==> config.mk <==
export PLATFORM = sky130hd
export DESIGN_NAME = ikaopll_pg_slotctrl
export DESIGN_NICKNAME = d
export VERILOG_FILES = /design/src/rtl/ikaopll_pg_slotctrl.sv
export SDC_FILE = /design/constraint.sdc
export NUM_CORES = 1
export LEC_CHECK = 0
export ABC_AREA = 1
export CAP_MARGIN = 20
export CORE_MARGIN = 4
export CORE_UTILIZATION = 40
export DETAILED_ROUTE_END_ITERATION = 6
export GPL_TIMING_DRIVEN = 0
export PLACE_DENSITY = 0.67
export SLEW_MARGIN = 20
export SYNTH_ARGS = -nofsm -noshare
export SYNTH_HDL_FRONTEND = slang
export SYNTH_SLANG_ARGS = --single-unit
==> constraint.sdc <==
create_clock -name i_EMUCLK -period 2.4 [get_ports i_EMUCLK]
set_clock_uncertainty 0.05 [all_clocks]
set_input_delay 0.48 -clock i_EMUCLK [delete_from_list [all_inputs] [get_ports i_EMUCLK]]
set_output_delay 0.48 -clock i_EMUCLK [all_outputs]
set_load 0.01 [all_outputs]
==> src/rtl/ikaopll_pg_slotctrl.sv <==
// Slot sequencer for the PG: runs the 18-slot frame, turns key-on rising edges into
// per-slot phase reset requests, and serialises the channel 6 carrier phase word LSB first.
module ikaopll_pg_slotctrl #(
   parameter int NUM_CH   = 9,
   parameter int CAP_SLOT = 11
) (
   input  logic              i_EMUCLK,
   input  logic              i_MRST_n,
   input  logic              i_phi1_NCEN_n,
   input  logic              i_CYCLE_SYNC,
   input  logic [NUM_CH-1:0] i_KON,
   input  logic [9:0]        i_PHASEDATA,
   output logic [4:0]        o_SLOT,
   output logic [3:0]        o_CH,
   output logic              o_IS_CARRIER,
   output logic              o_PG_PHASE_RST,
   output logic              o_FRAME_START,
   output logic              o_CH6C2_SDATA,
   output logic              o_CH6C2_SVALID
);

   localparam logic [4:0] LAST_SLOT = 5'(2*NUM_CH - 1);
   localparam logic [4:0] CAP       = 5'(CAP_SLOT);

   logic [4:0]        r_slot;
   logic [NUM_CH-1:0] r_pending;
   logic [NUM_CH-1:0] r_kon_prev;
   logic              r_phase_rst;
   logic              r_frame_start;
   logic [9:0]        r_shift;
   logic [3:0]        r_bitcnt;
   logic              r_sdata;
   logic              r_svalid;

   logic              w_en;
   logic [4:0]        w_next;
   logic              w_fstart;
   logic [NUM_CH-1:0] w_rise;
   logic [NUM_CH-1:0] w_pend_upd;

   assign w_en     = ~i_phi1_NCEN_n;
   assign w_next   = (i_CYCLE_SYNC || (r_slot == LAST_SLOT)) ? 5'd0 : r_slot + 5'd1;
   assign w_fstart = (w_next == 5'd0);
   assign w_rise   = i_KON & ~r_kon_prev;

   // Carrier slot retires the channel's request; a fresh key-on at frame start overrides it.
   always_comb begin
      w_pend_upd = r_pending;
      if (r_slot[0]) begin
         w_pend_upd[r_slot[4:1]] = 1'b0;
      end
      if (w_fstart) begin
         w_pend_upd = w_pend_upd | w_rise;
      end
   end

   always_ff @(posedge i_EMUCLK or negedge i_MRST_n) begin
      if (!i_MRST_n) begin
         r_slot        <= LAST_SLOT;
         r_pending     <= '0;
         r_kon_prev    <= '0;
         r_phase_rst   <= 1'b0;
         r_frame_start <= 1'b0;
      end else if (w_en) begin
         r_slot        <= w_next;
         r_pending     <= w_pend_upd;
         r_phase_rst   <= w_pend_upd[w_next[4:1]];
         r_frame_start <= w_fstart;
         if (w_fstart) begin
            r_kon_prev <= i_KON;
         end
      end
   end

   // Down-counter tracks the remaining valid bits; a capture always restarts it.
   always_ff @(posedge i_EMUCLK or negedge i_MRST_n) begin
      if (!i_MRST_n) begin
         r_shift  <= '0;
         r_bitcnt <= '0;
         r_sdata  <= 1'b0;
         r_svalid <= 1'b0;
      end else if (w_en) begin
         if (r_slot == CAP) begin
            r_shift  <= i_PHASEDATA;
            r_bitcnt <= 4'd10;
            r_sdata  <= i_PHASEDATA[0];
            r_svalid <= 1'b1;
         end else if (r_bitcnt > 4'd1) begin
            r_shift  <= r_shift >> 1;
            r_sdata  <= r_shift[1];
            r_bitcnt <= r_bitcnt - 4'd1;
         end else if (r_bitcnt == 4'd1) begin
            r_bitcnt <= 4'd0;
            r_sdata  <= 1'b0;
            r_svalid <= 1'b0;
         end
      end
   end

   assign o_SLOT         = r_slot;
   assign o_CH           = r_slot[4:1];
   assign o_IS_CARRIER   = r_slot[0];
   assign o_PG_PHASE_RST = r_phase_rst;
   assign o_FRAME_START  = r_frame_start;
   assign o_CH6C2_SDATA  = r_sdata;
   assign o_CH6C2_SVALID = r_svalid;

endmodule
==> out/qor.yml, run 1 <==
ctsResizeCount: 0
power_frac_comb_pct: 33.3
yosys.area.top_type_share_pct: 42.9
drt-total-wl_um: 5170
crit_start: "o_SLOT[1]"
drive_gt1_share_pct: 11.8
crit_type: "reg2reg"
cp-start-kind: "flop"
nets: 347
synthCells: 276
leakage_nw: 1.27
yosys_warnings: 0
clock_power_share_pct: 23.5
die_area_mm2: 0.00679
synth_nets: 303
synthFlopType: "dfrtp_1"
status: "complete, no violations"
grt_max_degree: 31
cpMostUsedCell: "nand3_1"
max_cap_violations: 0
multi_input_area_um2: 990
cts_tree: "done"
p_int_mw: 1.39
ir_drop_mv: 0.452
path_clk_slew_ps: 80
drt_iter0_drc: 148
reg2reg_from: "o_SLOT[1]"
fin_area_mm2: 0.00279
hold_violations: 0
fin_crit_ps: 2170
hold_class: "in2async"
cts_buffer_depth: 2
synth_area_leader_cell: "dfrtp_1"
insertion_delay_ps: 300
drv_slew: 0
worstPathMaxFanout: 10
period_share_pct: 90.4
antenna_found_initial: 0
area_growth_pct: 25.8
worstPathRequired_ps: 2530
rows: 26
via_count: 1975
pwr-share-seq_pct: 43.2
end_kind: "flop"
first_pass_iters: 4
synth_commonest_cells: "nand2_1, dfrtp_1, inv_1"
path_buf_inv: 3
path_cells: "inv_1, ha_1, inv_1, nor2_1, nand2_2, nand2_4, nor2_2, nor2_4, buf_6, nand3_1, nand3_1, nand3_1, nand3_1, nand3_1, nand2_1"
reg2reg_slack_ps: 230
synth-seq-cells: 40
finalPower_mw: 2.12
core_mm2: 0.00524
wire_per_inst_um: 13.2
grt_pass1_wl_um: 8850
ff_latch_area_mm2: 0.00100
io_pins: 37
cp_top_family: "simple AND/OR/NAND/NOR gates"
postSynthAreaPerCell_um2: 8.03
cpMaxStageDelayCell: "dfrtp_2"
syn-cell-area_mm2: 0.00222
via_per_inst: 5.05
relSlewSlack_pct: 68.1
fill_cells: 530
p_per_area_mw_per_mm2: 762
tightest_slew_ps: 479
initial_core_util_pct: 42.3
yosysUniqueCellTypes: 36
p_sw_uw: 736
ant_nets: 0
setup_tns_ps: 0
cts_hold_buf: 0
drc: 0
io_buffers: 36
holdWs_ps: 1.52
synth_edf_count: 0
die_w_um: 82.4
cts_max_level: 2
rsz0062_at_grt: "no"
cts-root-buf: "clkbuf_8"
synth_area_leaders: "dfrtp_1, nand2_1, nand3_1, inv_1, o21ai_0"
grt_overflow: 0
place_area_mm2: 0.00268
cts_setup_buffers: 0
r2r_cells: 15
antenna_cells: 0
clock_sinks: 40
die_h_um: 82.4
r2r-end: "o_PG_PHASE_RST"
arrival_ps: 2300
grt_pass1_vias: 1900
setup_viol: 0
p_sw_share_pct: 34.6
cts_buffers: 5
gp_congestion: 0.886
dpl.hpwl_um: 3860
max_stage_delay_ps: 470
track_usage_pct: 16.8
fmax_mhz: 461
synth_seq_area_share_pct: 45.3
synthArstFlopShare_pct: 100
synth_most_common_cell: "nand2_1"
[metrics by stage]
| stage | instances | util [%] | worst slack [ps] |
|---|---|---|---|
| CTS | 391 | 53.1 | 89.7 |
| finish | 391 | 53.2 | 230 |
| floorplan | 276 | - | 352 |
| detailed placement | 383 | 51.1 | 1.35 |
| global route | 391 | 53.2 | 4.60 |
| global placement | 382 | 50.9 | -253 |
[state kept, by name, indices dropped and copies added, names as in the netlist]
| signal | flops |
|---|---|
| o_CH6C2_SDATA | 1 |
| o_CH6C2_SVALID | 1 |
| o_FRAME_START | 1 |
| o_PG_PHASE_RST | 1 |
| o_SLOT | 5 |
| r_bitcnt | 4 |
| r_kon_prev | 9 |
| r_pending | 9 |
| r_shift | 9 |
[worst max path at each step]
stage                          end  slack, ps  depth (start not counted)
floorplan           o_PG_PHASE_RST        350                         14
global placement     r_kon_prev[8]       -250                          1
detailed placement     r_bitcnt[3]          1                          8
CTS                 o_PG_PHASE_RST         90                         15
global route        o_PG_PHASE_RST          5                         15
finish              o_PG_PHASE_RST        230                         15
[layout by cell type (no fill, tap or decap), types with 9 or more instances in the layout]
master           netlist  final
o21ai_0               24     24
nand2_1               45     45
nor2_1                25     24
dfrtp_1               38     37
a31oi_1               10     10
o21ai_1                9      9
inv_1                 35     35
nand3_1               32     32
clkdlybuf4s50_1        0     35
[worst register-to-register path, delay by kind of cell, from the launching register on]
| kind | cells | cell delay, ps |
|---|---|---|
| flops | 1 | 470 |
| buf+inv | 3 | 300 |
| fa+ha+maj | 1 | 200 |
| simple gates | 11 | 1040 |
[cell families after synthesis]
| logic type | Yosys count | share of synthesized area (%) |
|---|---|---|
| xor+xnor | 1 | 0.395 |
| buf+inv | 52 | 10.4 |
| simple gates | 120 | 26.0 |
| flops | 40 | 45.3 |
| compound gates | 59 | 15.7 |
| fa+ha+maj | 4 | 2.26 |
[metal layers]
metal	vias up	wire length [µm]	GRT usage (%)
met5	-	0	0
li1	1010	-	-
met1	903	2510	23.9
met3	8	284	3.15
met4	0	62	5.15
met2	54	2310	26.0
[power groups by stage]
| stage | Sequential (mW) | Clock (mW) | Combinational (mW) |
|---|---|---|---|
| 6_report | 0.916 | 0.499 | 0.708 |
| 5_1_grt | 0.936 | 0.545 | 0.811 |
| 4_1_cts | 0.915 | 0.511 | 0.713 |
| 3_5_place_dp | 0.927 | 0 | 0.710 |
| 3_3_place_gp | 0.922 | 0 | 0.696 |
| 2_1_floorplan | 0.919 | 0 | 0.465 |
[final cells by class]
| type | instances | share of cell area (%) |
|---|---|---|
| buffer | 15 | 3.28 |
| clock buffer | 8 | 3.59 |
| inverter | 37 | 4.98 |
| multi-input combinational | 184 | 35.5 |
| sequential | 40 | 36.0 |
| tap | 70 | 3.14 |
| timing repair buffer | 37 | 13.5 |
Power figures use the tool's default switching activity.
==> inputs of run 2 (changes only) <==
Settings changed: CTS_CLUSTER_SIZE set to 16.
==> results of run 2 <==
The final DEF is identical to that of run 1; final timing and power are the same.
